--- src/rtl/spike_encoder_if.sv ---
// Pixel handshake between an upstream image source (master) and the spike encoder (slave).
interface spike_encoder_if #(
  parameter int INT_WIDTH = 8
);
  logic                 pix_valid;
  logic                 pix_ready;
  logic [INT_WIDTH-1:0] pix_data;
  logic [INT_WIDTH-1:0] threshold;

  modport master (output pix_valid, output pix_data, output threshold, input pix_ready);
  modport slave  (input pix_valid, input pix_data, input threshold, output pix_ready);
endinterface

--- src/rtl/spike_encoder.sv ---
// Time-to-first-spike encoder: fills a shadow frame of pixel spike times and publishes it
// as a whole frame at the start of each time period once the shadow buffer is complete.
module spike_encoder #(
  parameter int NUM_SPIKES      = 16,
  parameter int INT_WIDTH       = 8,
  parameter int LOG_TIME_PERIOD = 3
) (
  input  logic                                       clk,
  input  logic                                       rst_l,
  spike_encoder_if.slave                             pix,
  output logic [LOG_TIME_PERIOD:0]                   time_val,
  output logic [NUM_SPIKES*(LOG_TIME_PERIOD+1)-1:0]  spike_times,
  output logic                                       frame_valid,
  output logic                                       frame_start
);
  localparam int TW          = LOG_TIME_PERIOD + 1;
  localparam int TIME_PERIOD = 1 << LOG_TIME_PERIOD;
  localparam int IDX_W       = (NUM_SPIKES > 1) ? $clog2(NUM_SPIKES) : 1;
  localparam logic [TW-1:0]    NO_SPIKE   = TW'(TIME_PERIOD);
  localparam logic [TW-1:0]    LAST_PHASE = TW'(TIME_PERIOD - 1);
  localparam logic [IDX_W-1:0] LAST_IDX   = IDX_W'(NUM_SPIKES - 1);

  typedef enum logic {FILL, FULL} state_e;

  state_e                        state_q, state_d;
  logic [IDX_W-1:0]              index_q, index_d;
  logic [NUM_SPIKES-1:0][TW-1:0] shadow_q, shadow_d;
  logic [NUM_SPIKES-1:0][TW-1:0] spikes_q, spikes_d;
  logic [TW-1:0]                 time_q, time_d;
  logic                          frame_valid_q, frame_valid_d;
  logic                          frame_start_q, frame_start_d;
  logic                          ready_q, ready_d;
  logic                          wrap;
  logic                          accept;
  logic [TW-1:0]                 slot_val;

  assign wrap   = (time_q == LAST_PHASE);
  assign accept = pix.pix_valid & ready_q;

  // Top bits of the inverted intensity equal (max - pix) >> (INT_WIDTH - LOG_TIME_PERIOD).
  always_comb begin
    slot_val = {1'b0, ~pix.pix_data[INT_WIDTH-1 -: LOG_TIME_PERIOD]};
    if (pix.pix_data < pix.threshold) begin
      slot_val = NO_SPIKE;
    end
  end

  always_comb begin
    state_d       = state_q;
    index_d       = index_q;
    shadow_d      = shadow_q;
    spikes_d      = spikes_q;
    frame_valid_d = frame_valid_q;
    frame_start_d = 1'b0;
    time_d        = wrap ? '0 : time_q + 1'b1;

    if (state_q == FILL && accept) begin
      shadow_d[index_q] = slot_val;
      if (index_q == LAST_IDX) begin
        state_d = FULL;
      end else begin
        index_d = index_q + 1'b1;
      end
    end

    // Output frame registers only ever move at the period boundary.
    if (wrap) begin
      if (state_q == FULL) begin
        spikes_d      = shadow_q;
        frame_valid_d = 1'b1;
        frame_start_d = 1'b1;
        state_d       = FILL;
        index_d       = '0;
      end else begin
        spikes_d      = {NUM_SPIKES{NO_SPIKE}};
        frame_valid_d = 1'b0;
      end
    end

    ready_d = (state_d == FILL);
  end

  always_ff @(posedge clk or negedge rst_l) begin
    if (!rst_l) begin
      state_q       <= FILL;
      index_q       <= '0;
      shadow_q      <= {NUM_SPIKES{NO_SPIKE}};
      spikes_q      <= {NUM_SPIKES{NO_SPIKE}};
      time_q        <= '0;
      frame_valid_q <= 1'b0;
      frame_start_q <= 1'b0;
      ready_q       <= 1'b0;
    end else begin
      state_q       <= state_d;
      index_q       <= index_d;
      shadow_q      <= shadow_d;
      spikes_q      <= spikes_d;
      time_q        <= time_d;
      frame_valid_q <= frame_valid_d;
      frame_start_q <= frame_start_d;
      ready_q       <= ready_d;
    end
  end

  assign pix.pix_ready = ready_q;
  assign time_val      = time_q;
  assign spike_times   = spikes_q;
  assign frame_valid   = frame_valid_q;
  assign frame_start   = frame_start_q;
endmodule

--- src/flat_wrapper.sv ---
// flat-port wrapper written by rule: the top's interface ports become plain ports
module spike_encoder_flat 
#(
  parameter int NUM_SPIKES      = 16,
  parameter int INT_WIDTH       = 8,
  parameter int LOG_TIME_PERIOD = 3
)
  (clk, rst_l, time_val, spike_times, frame_valid, frame_start, pix_pix_valid, pix_pix_data, pix_threshold, pix_pix_ready);
  spike_encoder_if #(.INT_WIDTH(INT_WIDTH)) pix_i ();
  input  logic clk;
  input  logic rst_l;
  output logic [LOG_TIME_PERIOD:0] time_val;
  output logic [NUM_SPIKES*(LOG_TIME_PERIOD+1)-1:0] spike_times;
  output logic frame_valid;
  output logic frame_start;
  input wire logic [$bits(pix_i.pix_valid)-1:0] pix_pix_valid;
  input wire logic [$bits(pix_i.pix_data)-1:0] pix_pix_data;
  input wire logic [$bits(pix_i.threshold)-1:0] pix_threshold;
  output wire logic [$bits(pix_i.pix_ready)-1:0] pix_pix_ready;
  assign pix_i.pix_valid = pix_pix_valid;
  assign pix_i.pix_data = pix_pix_data;
  assign pix_i.threshold = pix_threshold;
  assign pix_pix_ready = pix_i.pix_ready;
  spike_encoder #(.NUM_SPIKES(NUM_SPIKES), .INT_WIDTH(INT_WIDTH), .LOG_TIME_PERIOD(LOG_TIME_PERIOD)) u_core (.clk(clk), .rst_l(rst_l), .pix(pix_i), .time_val(time_val), .spike_times(spike_times), .frame_valid(frame_valid), .frame_start(frame_start));
endmodule
--- config.mk ---
export PLATFORM = sky130hd
export DESIGN_NAME = spike_encoder_flat
export DESIGN_NICKNAME = d
export VERILOG_FILES = /design/src/rtl/spike_encoder_if.sv /design/src/rtl/spike_encoder.sv /design/src/flat_wrapper.sv
export SDC_FILE = /design/constraint.sdc
export NUM_CORES = 1
export LEC_CHECK = 0
export ABC_AREA = 0
export BUFFER_PORTS_ARGS = -buffer_cell sky130_fd_sc_hd__buf_2
export CAP_MARGIN = 20
export CORE_MARGIN = 3
export CORE_UTILIZATION = 41
export DETAILED_ROUTE_END_ITERATION = 12
export SYNTH_ARGS = -nofsm -noshare
export SYNTH_HDL_FRONTEND = slang
export SYNTH_SLANG_ARGS = --single-unit
--- constraint.sdc ---
create_clock -name clk -period 2.7 [get_ports clk]
set_input_delay 0 -clock clk [delete_from_list [all_inputs] [get_ports clk]]
set_output_delay 0 -clock clk [all_outputs]
set_load 0.02 [all_outputs]
==> impl_metrics.prom, run 1 <==
# TYPE chip_impl_metric gauge
chip_impl_metric{name="crit_required",unit="ns"} 3.02
chip_impl_metric{name="dp.final_hpwl",unit="um"} 10550
chip_impl_metric{name="area_fraction_of_the_dominant_cell_type_after_synthesis",unit=""} 0.4465
chip_impl_metric{name="dp_cells",unit=""} 855
chip_impl_info{name="criticalPathCategory",value="register to register"} 1
chip_impl_metric{name="post_route_design_area",unit="mm2"} 0.007366
chip_impl_metric{name="die_h",unit="um"} 127.5
chip_impl_metric{name="maxCapViolCount",unit=""} 0
chip_impl_info{name="layout.cells.most_common",value="sky130_fd_sc_hd__nand2_1"} 1
chip_impl_metric{name="switchingPower",unit="mW"} 2.460
chip_impl_metric{name="die_width",unit="um"} 127.5
chip_impl_metric{name="pwr_density_cell",unit="mW/mm2"} 1036
chip_impl_metric{name="cts-htree-levels",unit=""} 4
chip_impl_metric{name="coreArea",unit="mm2"} 0.01415
chip_impl_metric{name="max_stage_delay",unit="ns"} 0.57
chip_impl_metric{name="pin_count_of_the_biggest_net_entering_global_routing",unit=""} 81
chip_impl_metric{name="layout_min_cycle_time",unit="ns"} 2.168
chip_impl_metric{name="clock_skew",unit="ns"} 0.006994
chip_impl_metric{name="vias_per_cell",unit=""} 5.466
chip_impl_info{name="class_of_the_most_critical_hold_timing_path",value="input pin to register"} 1
chip_impl_metric{name="slew_at_the_pin_closest_to_its_max_slew_limit",unit="ns"} 0.6689
chip_impl_metric{name="placementRows",unit=""} 43
chip_impl_metric{name="postSynthNetCount",unit=""} 645
chip_impl_info{name="most-common-layout-cells",value="sky130_fd_sc_hd__nand2_1 (149), sky130_fd_sc_hd__o21ai_0 (119), sky130_fd_sc_hd__dfrtp_1 (108), sky130_fd_sc_hd__buf_2 (88), sky130_fd_sc_hd__a32oi_1 (48)"} 1
chip_impl_metric{name="dieArea",unit="mm2"} 0.01626
chip_impl_metric{name="synth_area",unit="mm2"} 0.006053
chip_impl_metric{name="numCtsBuffers",unit=""} 17
chip_impl_metric{name="comb_power_share",unit=""} 0.231
chip_impl_metric{name="seq_power_share",unit=""} 0.424
chip_impl_metric{name="slew-limit-headroom",unit=""} 0.5541
chip_impl_metric{name="report.final.setup_viol",unit=""} 0
chip_impl_metric{name="synth_enable_flop_cells",unit=""} 0
chip_impl_metric{name="start_util",unit=""} 0.4278
chip_impl_metric{name="postLayoutSetupSlackWorst",unit="ns"} 0.5319
chip_impl_metric{name="drt_first_iter_violations",unit=""} 409
chip_impl_metric{name="gp_routability_congestion",unit=""} 0.8654
chip_impl_metric{name="port_buffers",unit=""} 89
chip_impl_metric{name="utilization",unit=""} 0.5206
chip_impl_metric{name="number_of_global_route_vias_before_repair",unit=""} 4726
chip_impl_metric{name="synth-seq-area-share",unit=""} 0.5854
chip_impl_metric{name="syn2layout_area_growth",unit="%"} 21.68
chip_impl_metric{name="antenna_cells_inserted",unit=""} 0
chip_impl_metric{name="p_int",unit="mW"} 5.172
chip_impl_info{name="synthDominantAreaCellType",value="sky130_fd_sc_hd__dfrtp_1"} 1
chip_impl_metric{name="dr_total_vias",unit=""} 4854
chip_impl_info{name="crit_family",value="simple AND/OR/NAND/NOR gates"} 1
chip_impl_metric{name="synth-async-reset-ratio",unit=""} 1.000
chip_impl_metric{name="clk-insertion-delay-late",unit="ns"} 0.42
chip_impl_metric{name="worst_slack_after_detailed_placement",unit="ns"} 0.5682
chip_impl_info{name="yosys-top-cells-area",value="sky130_fd_sc_hd__dfrtp_1 (45%), sky130_fd_sc_hd__dfstp_2 (14%), sky130_fd_sc_hd__o21ai_0 (9.9%)"} 1
chip_impl_info{name="cts_tree",value="yes"} 1
chip_impl_metric{name="yosysUniqueCellTypes",unit=""} 34
chip_impl_metric{name="ir_drop",unit="mV"} 0.5454
chip_impl_metric{name="power.share.switching",unit=""} 0.3223
chip_impl_metric{name="post_route_wl",unit="um"} 15280
chip_impl_metric{name="cts.reportedPaths.clkPinSlew",unit="ns"} 0.06
chip_impl_metric{name="syn-instance-count",unit=""} 614
chip_impl_metric{name="ant_nets",unit=""} 0
chip_impl_info{name="critPathCaptureType",value="register"} 1
chip_impl_info{name="setup_repair_after_global_routing_missed_its_margin",value="false"} 1
chip_impl_metric{name="worst_ep_arrival_time",unit="ns"} 2.48
chip_impl_metric{name="placed_cell_area",unit="mm2"} 0.006678
chip_impl_metric{name="maxSlewViolCount",unit=""} 0
chip_impl_metric{name="power.total",unit="mW"} 7.632
chip_impl_info{name="clock-root-buffer",value="sky130_fd_sc_hd__clkbuf_16"} 1
chip_impl_metric{name="final_net_count",unit=""} 726
chip_impl_metric{name="yosysWarningCount",unit=""} 0
chip_impl_metric{name="finalCritPeriodShare",unit=""} 0.8030
chip_impl_metric{name="drt_first_pass_iters",unit=""} 6
chip_impl_metric{name="ys_ff_latch",unit=""} 140
chip_impl_metric{name="final_cell_count_no_fill",unit=""} 888
chip_impl_metric{name="clock_sink_count",unit=""} 140
chip_impl_metric{name="timing_hold_violations_final",unit=""} 0
chip_impl_metric{name="wl_per_cell",unit="um"} 17.21
chip_impl_info{name="status",value="complete, no violations"} 1
chip_impl_metric{name="grt_antenna_before_repair",unit=""} 0
chip_impl_info{name="ys_dominant_reg_cell",value="sky130_fd_sc_hd__dfrtp_1"} 1
chip_impl_info{name="worstSetupStartpointType",value="register"} 1
chip_impl_metric{name="maxClockFrequency",unit="GHz"} 0.4612
chip_impl_metric{name="power.clock.fraction",unit=""} 0.345
chip_impl_info{name="worst_path_max_delay_cell",value="sky130_fd_sc_hd__nand4_1"} 1
chip_impl_metric{name="ctsLongestPathBuffers",unit=""} 2
chip_impl_metric{name="ios",unit=""} 90
chip_impl_metric{name="grt-ovfl-total",unit=""} 0
chip_impl_metric{name="fin_hold_ws",unit="ns"} 0.05865
chip_impl_metric{name="p_leak",unit="nW"} 3.397
chip_impl_metric{name="synth_area_per_cell",unit="um2"} 9.859
chip_impl_info{name="timing.critical_path.cells",value="inv_1 > ha_1 > and4b_1 > nand4_1 > o21ai_0"} 1
chip_impl_metric{name="finalSetupTns",unit="ns"} 0
chip_impl_metric{name="critical_path_peak_fanout",unit=""} 12
chip_impl_metric{name="first_pass_grt_wire_length",unit="um"} 24830
chip_impl_metric{name="critical_path.n_buffers_inverters",unit=""} 1
chip_impl_metric{name="fraction_of_final_layout_cells_with_drive_strength_greater_than_1",unit=""} 0.2542
chip_impl_metric{name="drc",unit=""} 0
chip_impl_metric{name="grt.total_usage",unit=""} 0.1939
-- state kept, by name (all words and copies together), names as in the netlist --
name / count
u_core.shadow_q: 64
u_core.index_q: 4
u_core.state_q: 1
u_core.frame_valid: 1
u_core.frame_start: 1
u_core.pix.pix_ready: 1
u_core.spike_times: 64
u_core.time_val: 4
-- tightest hold or removal path: stages --
cell	delay [ns]
sky130_fd_sc_hd__buf_2	0.13
sky130_fd_sc_hd__nand3b_1	0.12
sky130_fd_sc_hd__nor2_1	0.06
sky130_fd_sc_hd__nor2_1	0.08
sky130_fd_sc_hd__a211oi_1	0.05
-- power groups by stage --
stage,clock network [mW],logic (mW),registers (mW)
after floorplan,0,1.05,3.30
after global routing,2.76,1.98,3.32
after global placement,0,1.71,3.25
after CTS,2.67,1.77,3.24
final,2.63,1.76,3.24
after detailed placement,0,1.77,3.26
-- cell usage after synthesis, types with 2 or more instances --
cell type,number
sky130_fd_sc_hd__nand2b_1,12
sky130_fd_sc_hd__dfstp_2,32
sky130_fd_sc_hd__o21ai_0,120
sky130_fd_sc_hd__dfrtp_1,108
sky130_fd_sc_hd__ha_1,12
sky130_fd_sc_hd__nor3_1,5
sky130_fd_sc_hd__nand2_1,149
sky130_fd_sc_hd__a32oi_1,48
sky130_fd_sc_hd__buf_2,13
sky130_fd_sc_hd__a21oi_1,3
sky130_fd_sc_hd__nand3b_1,2
sky130_fd_sc_hd__clkbuf_2,4
sky130_fd_sc_hd__and4b_1,4
sky130_fd_sc_hd__nand4_1,4
sky130_fd_sc_hd__inv_1,10
sky130_fd_sc_hd__a21o_1,2
sky130_fd_sc_hd__or3_1,3
sky130_fd_sc_hd__nor2_1,33
sky130_fd_sc_hd__nand3_1,2
sky130_fd_sc_hd__clkbuf_1,23
sky130_fd_sc_hd__o21ai_2,10
sky130_fd_sc_hd__nor2b_1,3
-- path summary, 6_finish.rpt --
check / startpoint / to / slack, ns / cells after the start
max in group asynchronous: rst_l / u_core.shadow_q[63] / 1.72 / 3
setup reg to reg: u_core.index_q[1] / u_core.shadow_q[22] / 0.53 / 5
min in group asynchronous: rst_l / u_core.spike_times[24] / 0.16 / 2
setup / recovery: u_core.index_q[1] / u_core.shadow_q[22] / 0.53 / 5
hold / removal: pix_pix_valid / u_core.index_q[3] / 0.06 / 5
hold reg to reg: u_core.shadow_q[27] / u_core.shadow_q[27] / 0.47 / 2
-- kinds of logic (layout without fill, tap and decap cells) --
kind of cell / after synthesis / in the layout / share of synthesized area
DFF: 140 / 140 / 0.5854
muxes: 1 / 1 / 0.001654
buffers and inverters: 53 / 147 / 0.03762
and+or+nand+nor: 220 / 220 / 0.1550
xor gates and xnor gates: 2 / 2 / 0.002894
AOI/OAI and AO/OA: 186 / 186 / 0.1926
adders and majority gates: 12 / 12 / 0.02480
-- layout make-up --
type	instances	area (um2)
clock buffer	22	494.2
inverter	11	41.29
sequential	140	3543
timing repair buffer	104	591.8
fill	1299	6784
tap	180	225.2
clock inverter	10	183.9
multi-input combinational	421	2286
-- metal layers --
metal,track usage,part of all wire,wire length (um),up-vias
met4,0.07697,0.020,313,0
met3,0.04431,0.053,810,23
met1,0.2729,0.47,7165,2361
met5,0,0,0,-
met2,0.2914,0.46,6992,150
li1,-,-,-,2320
-- what timing repair did --
item | CTS | global route
hold buffers | 1 | 0
hold endpoints to repair | 65 | 0
setup buffers | 0 | 0
gates resized for setup | 0 | 0
(Power assumes the default switching activity.)
==> run 2: changes to the inputs <==
==> constraint.sdc (replaced) <==
create_clock -name clk -period 2.1 [get_ports clk]
set_input_delay 0 -clock clk [delete_from_list [all_inputs] [get_ports clk]]
set_output_delay 0 -clock clk [all_outputs]
set_load 0.02 [all_outputs]
==> run 2 against run 1 <==
Register-to-register slack got worse by 0.25 ns. Die area unchanged. Via count increased by 1.1%. Clock skew increased by 0.0077 ns. Sequential share of layout area decreased by 0.17 points. Critical endpoint is now u_core.shadow_q[33]. Global-route usage increased by 0.52 points. Sequential power increased by 28%.
==> impl_metrics.prom, run 2 (synthesized netlist as in run 1, its figures left out) <==
# TYPE chip_impl_metric gauge
chip_impl_info{name="worstSetupStartpointType",value="register"} 1
chip_impl_metric{name="number_of_global_route_vias_before_repair",unit=""} 5027
chip_impl_metric{name="port_buffers",unit=""} 89
chip_impl_metric{name="critical_path_peak_fanout",unit=""} 14
chip_impl_metric{name="ir_drop",unit="mV"} 0.6989
chip_impl_metric{name="power.total",unit="mW"} 9.488
chip_impl_metric{name="maxCapViolCount",unit=""} 0
chip_impl_info{name="crit-reg2reg-launch",value="u_core.index_q[0]"} 1
chip_impl_metric{name="start_util",unit=""} 0.4278
chip_impl_metric{name="layout_min_cycle_time",unit="ns"} 1.814
chip_impl_metric{name="dp.final_hpwl",unit="um"} 10670
chip_impl_info{name="critical_path.startpoint",value="u_core.index_q[0]"} 1
chip_impl_info{name="critical_path.endpoint",value="u_core.shadow_q[33]"} 1
chip_impl_metric{name="timing_hold_violations_final",unit=""} 0
chip_impl_metric{name="pwr_density_cell",unit="mW/mm2"} 1284
chip_impl_metric{name="clock_sink_count",unit=""} 140
chip_impl_metric{name="vias_per_cell",unit=""} 5.453
chip_impl_metric{name="gp_routability_congestion",unit=""} 0.8640
chip_impl_metric{name="p_leak",unit="nW"} 3.415
chip_impl_metric{name="slew-limit-headroom",unit=""} 0.6178
chip_impl_metric{name="fraction_of_final_layout_cells_with_drive_strength_greater_than_1",unit=""} 0.2667
chip_impl_info{name="most-common-layout-cells",value="sky130_fd_sc_hd__nand2_1 (149), sky130_fd_sc_hd__o21ai_0 (119), sky130_fd_sc_hd__dfrtp_1 (108), sky130_fd_sc_hd__buf_2 (88), sky130_fd_sc_hd__a32oi_1 (48)"} 1
chip_impl_metric{name="drt_first_iter_violations",unit=""} 404
chip_impl_metric{name="wl_per_cell",unit="um"} 16.91
chip_impl_metric{name="post_cts_setup_buffer_count",unit=""} 0
chip_impl_metric{name="report.final.setup_viol",unit=""} 0
chip_impl_metric{name="finalCritPeriodShare",unit=""} 0.8636
chip_impl_metric{name="coreArea",unit="mm2"} 0.01415
chip_impl_metric{name="clk-insertion-delay-late",unit="ns"} 0.43
chip_impl_info{name="r2r_end",value="u_core.shadow_q[33]"} 1
chip_impl_metric{name="drc",unit=""} 0
chip_impl_metric{name="ant_nets",unit=""} 0
chip_impl_metric{name="antenna_cells_inserted",unit=""} 0
chip_impl_metric{name="ios",unit=""} 90
chip_impl_metric{name="numCtsBuffers",unit=""} 17
chip_impl_metric{name="die_h",unit="um"} 127.5
chip_impl_metric{name="slew_at_the_pin_closest_to_its_max_slew_limit",unit="ns"} 0.5732
chip_impl_metric{name="pin_count_of_the_biggest_net_entering_global_routing",unit=""} 62
chip_impl_metric{name="post_route_wl",unit="um"} 15220
chip_impl_metric{name="placementRows",unit=""} 43
chip_impl_metric{name="dr_total_vias",unit=""} 4908
chip_impl_metric{name="syn2layout_area_growth",unit="%"} 22.12
chip_impl_info{name="status",value="complete, no violations"} 1
chip_impl_metric{name="maxSlewViolCount",unit=""} 0
chip_impl_metric{name="finalSetupTns",unit="ns"} 0
chip_impl_metric{name="ctsLongestPathBuffers",unit=""} 2
chip_impl_info{name="critPathCaptureType",value="register"} 1
chip_impl_metric{name="final_net_count",unit=""} 738
chip_impl_metric{name="crit_required",unit="ns"} 2.39
chip_impl_metric{name="die_width",unit="um"} 127.5
chip_impl_info{name="cts_tree",value="yes"} 1
chip_impl_metric{name="first_pass_grt_wire_length",unit="um"} 25510
chip_impl_metric{name="layout.filler_cells",unit=""} 1311
chip_impl_info{name="setup_repair_after_global_routing_missed_its_margin",value="false"} 1
chip_impl_metric{name="worst_ep_arrival_time",unit="ns"} 2.11
chip_impl_info{name="layout.cells.most_common",value="sky130_fd_sc_hd__nand2_1"} 1
chip_impl_metric{name="dieArea",unit="mm2"} 0.01626
chip_impl_metric{name="grt.total_usage",unit=""} 0.1991
chip_impl_metric{name="drt_first_pass_iters",unit=""} 5
chip_impl_info{name="class_of_the_most_critical_hold_timing_path",value="input pin to register"} 1
chip_impl_metric{name="cts-htree-levels",unit=""} 4
chip_impl_metric{name="maxClockFrequency",unit="GHz"} 0.5514
chip_impl_metric{name="grt_antenna_before_repair",unit=""} 0
chip_impl_metric{name="grt-ovfl-total",unit=""} 0
chip_impl_metric{name="timing.reg2reg.worst_path_depth",unit=""} 6
chip_impl_info{name="clock-root-buffer",value="sky130_fd_sc_hd__clkbuf_16"} 1
chip_impl_metric{name="cts.reportedPaths.clkPinSlew",unit="ns"} 0.06
chip_impl_metric{name="ff2ff_setup_slack",unit="ns"} 0.29
chip_impl_info{name="criticalPathCategory",value="register to register"} 1
chip_impl_metric{name="clock_skew",unit="ns"} 0.01472
==> run 2: where the power goes <==
group	leakage [nW]	internal (mW)	total (mW)	switching [mW]
logic	1.33	0.818	2.31	1.49
clock network	0.286	1.87	3.04	1.17
registers	1.80	3.60	4.14	0.537
total	3.42	6.29	9.49	3.20
==> run 2: per-layer routing <==
metal / track usage / wire length [um] / vias to the layer above
li1: - / - / 2357
met1: 0.2828 / 7172 / 2349
met4: 0.08265 / 399 / 0
met5: 0 / 0 / -
met2: 0.2951 / 6727 / 170
met3: 0.04515 / 917 / 32
==> run 2: worst min-delay path by stage <==
stage / startpoint / endpoint / slack, ns / cells after the start
6_report: pix_pix_valid / u_core.index_q[3] / 0.07 / 5
5_1_grt: pix_pix_data[7] / u_core.shadow_q[2] / 0.11 / 3
4_1_cts: pix_pix_valid / u_core.index_q[3] / 0.05 / 5
3_5_place_dp: rst_l / u_core.spike_times[24] / 0.02 / 1
3_3_place_gp: rst_l / u_core.spike_times[24] / 0.01 / 1
2_1_floorplan: rst_l / u_core.frame_start / -0.30 / 0
==> run 2: per-stage QoR <==
step / hold slack (ns) / setup slack [ns] / utilization / std cells / area (um2)
6_report: 0.06570 / 0.2864 / 0.5224 / 900 / 7392
5_1_grt: 0.1122 / 0.1057 / 0.5224 / 900 / 7392
4_1_cts: 0.04813 / 0.1292 / 0.5223 / 900 / 7391
3_5_place_dp: 0.01761 / 0.1390 / 0.4792 / 867 / 6780
3_3_place_gp: 0.009843 / 0.3338 / 0.4792 / 867 / 6780
2_1_floorplan: -0.2956 / 0.4434 / - / 614 / 6053
==> run 2: final cells by class <==
class	instances	area [um2]	share of cell area
Sequential cell	140	3543	0.4794
Inverter	11	41.29	0.005586
Clock inverter	14	171.4	0.02319
Multi-Input combinational cell	421	2287	0.3094
Timing Repair Buffer	116	694.4	0.09394
Clock buffer	18	429.2	0.05806
Tap cell	180	225.2	0.03047
==> run 2: critical path, cell delays in order (launching register included) <==
cell                      delay (ns)
sky130_fd_sc_hd__dfrtp_1        0.44
sky130_fd_sc_hd__inv_1          0.11
sky130_fd_sc_hd__ha_1           0.16
sky130_fd_sc_hd__and4b_2        0.42
sky130_fd_sc_hd__nand2_1        0.20
sky130_fd_sc_hd__a32oi_1        0.20
sky130_fd_sc_hd__o21ai_0        0.13
==> run 2: repair_timing <==
action / in CTS / in global routing
gates resized for setup: 0 / 1
endpoints found under the hold margin: 58 / 0
setup endpoints to repair: 0 / 4
hold buffers: 1 / 0
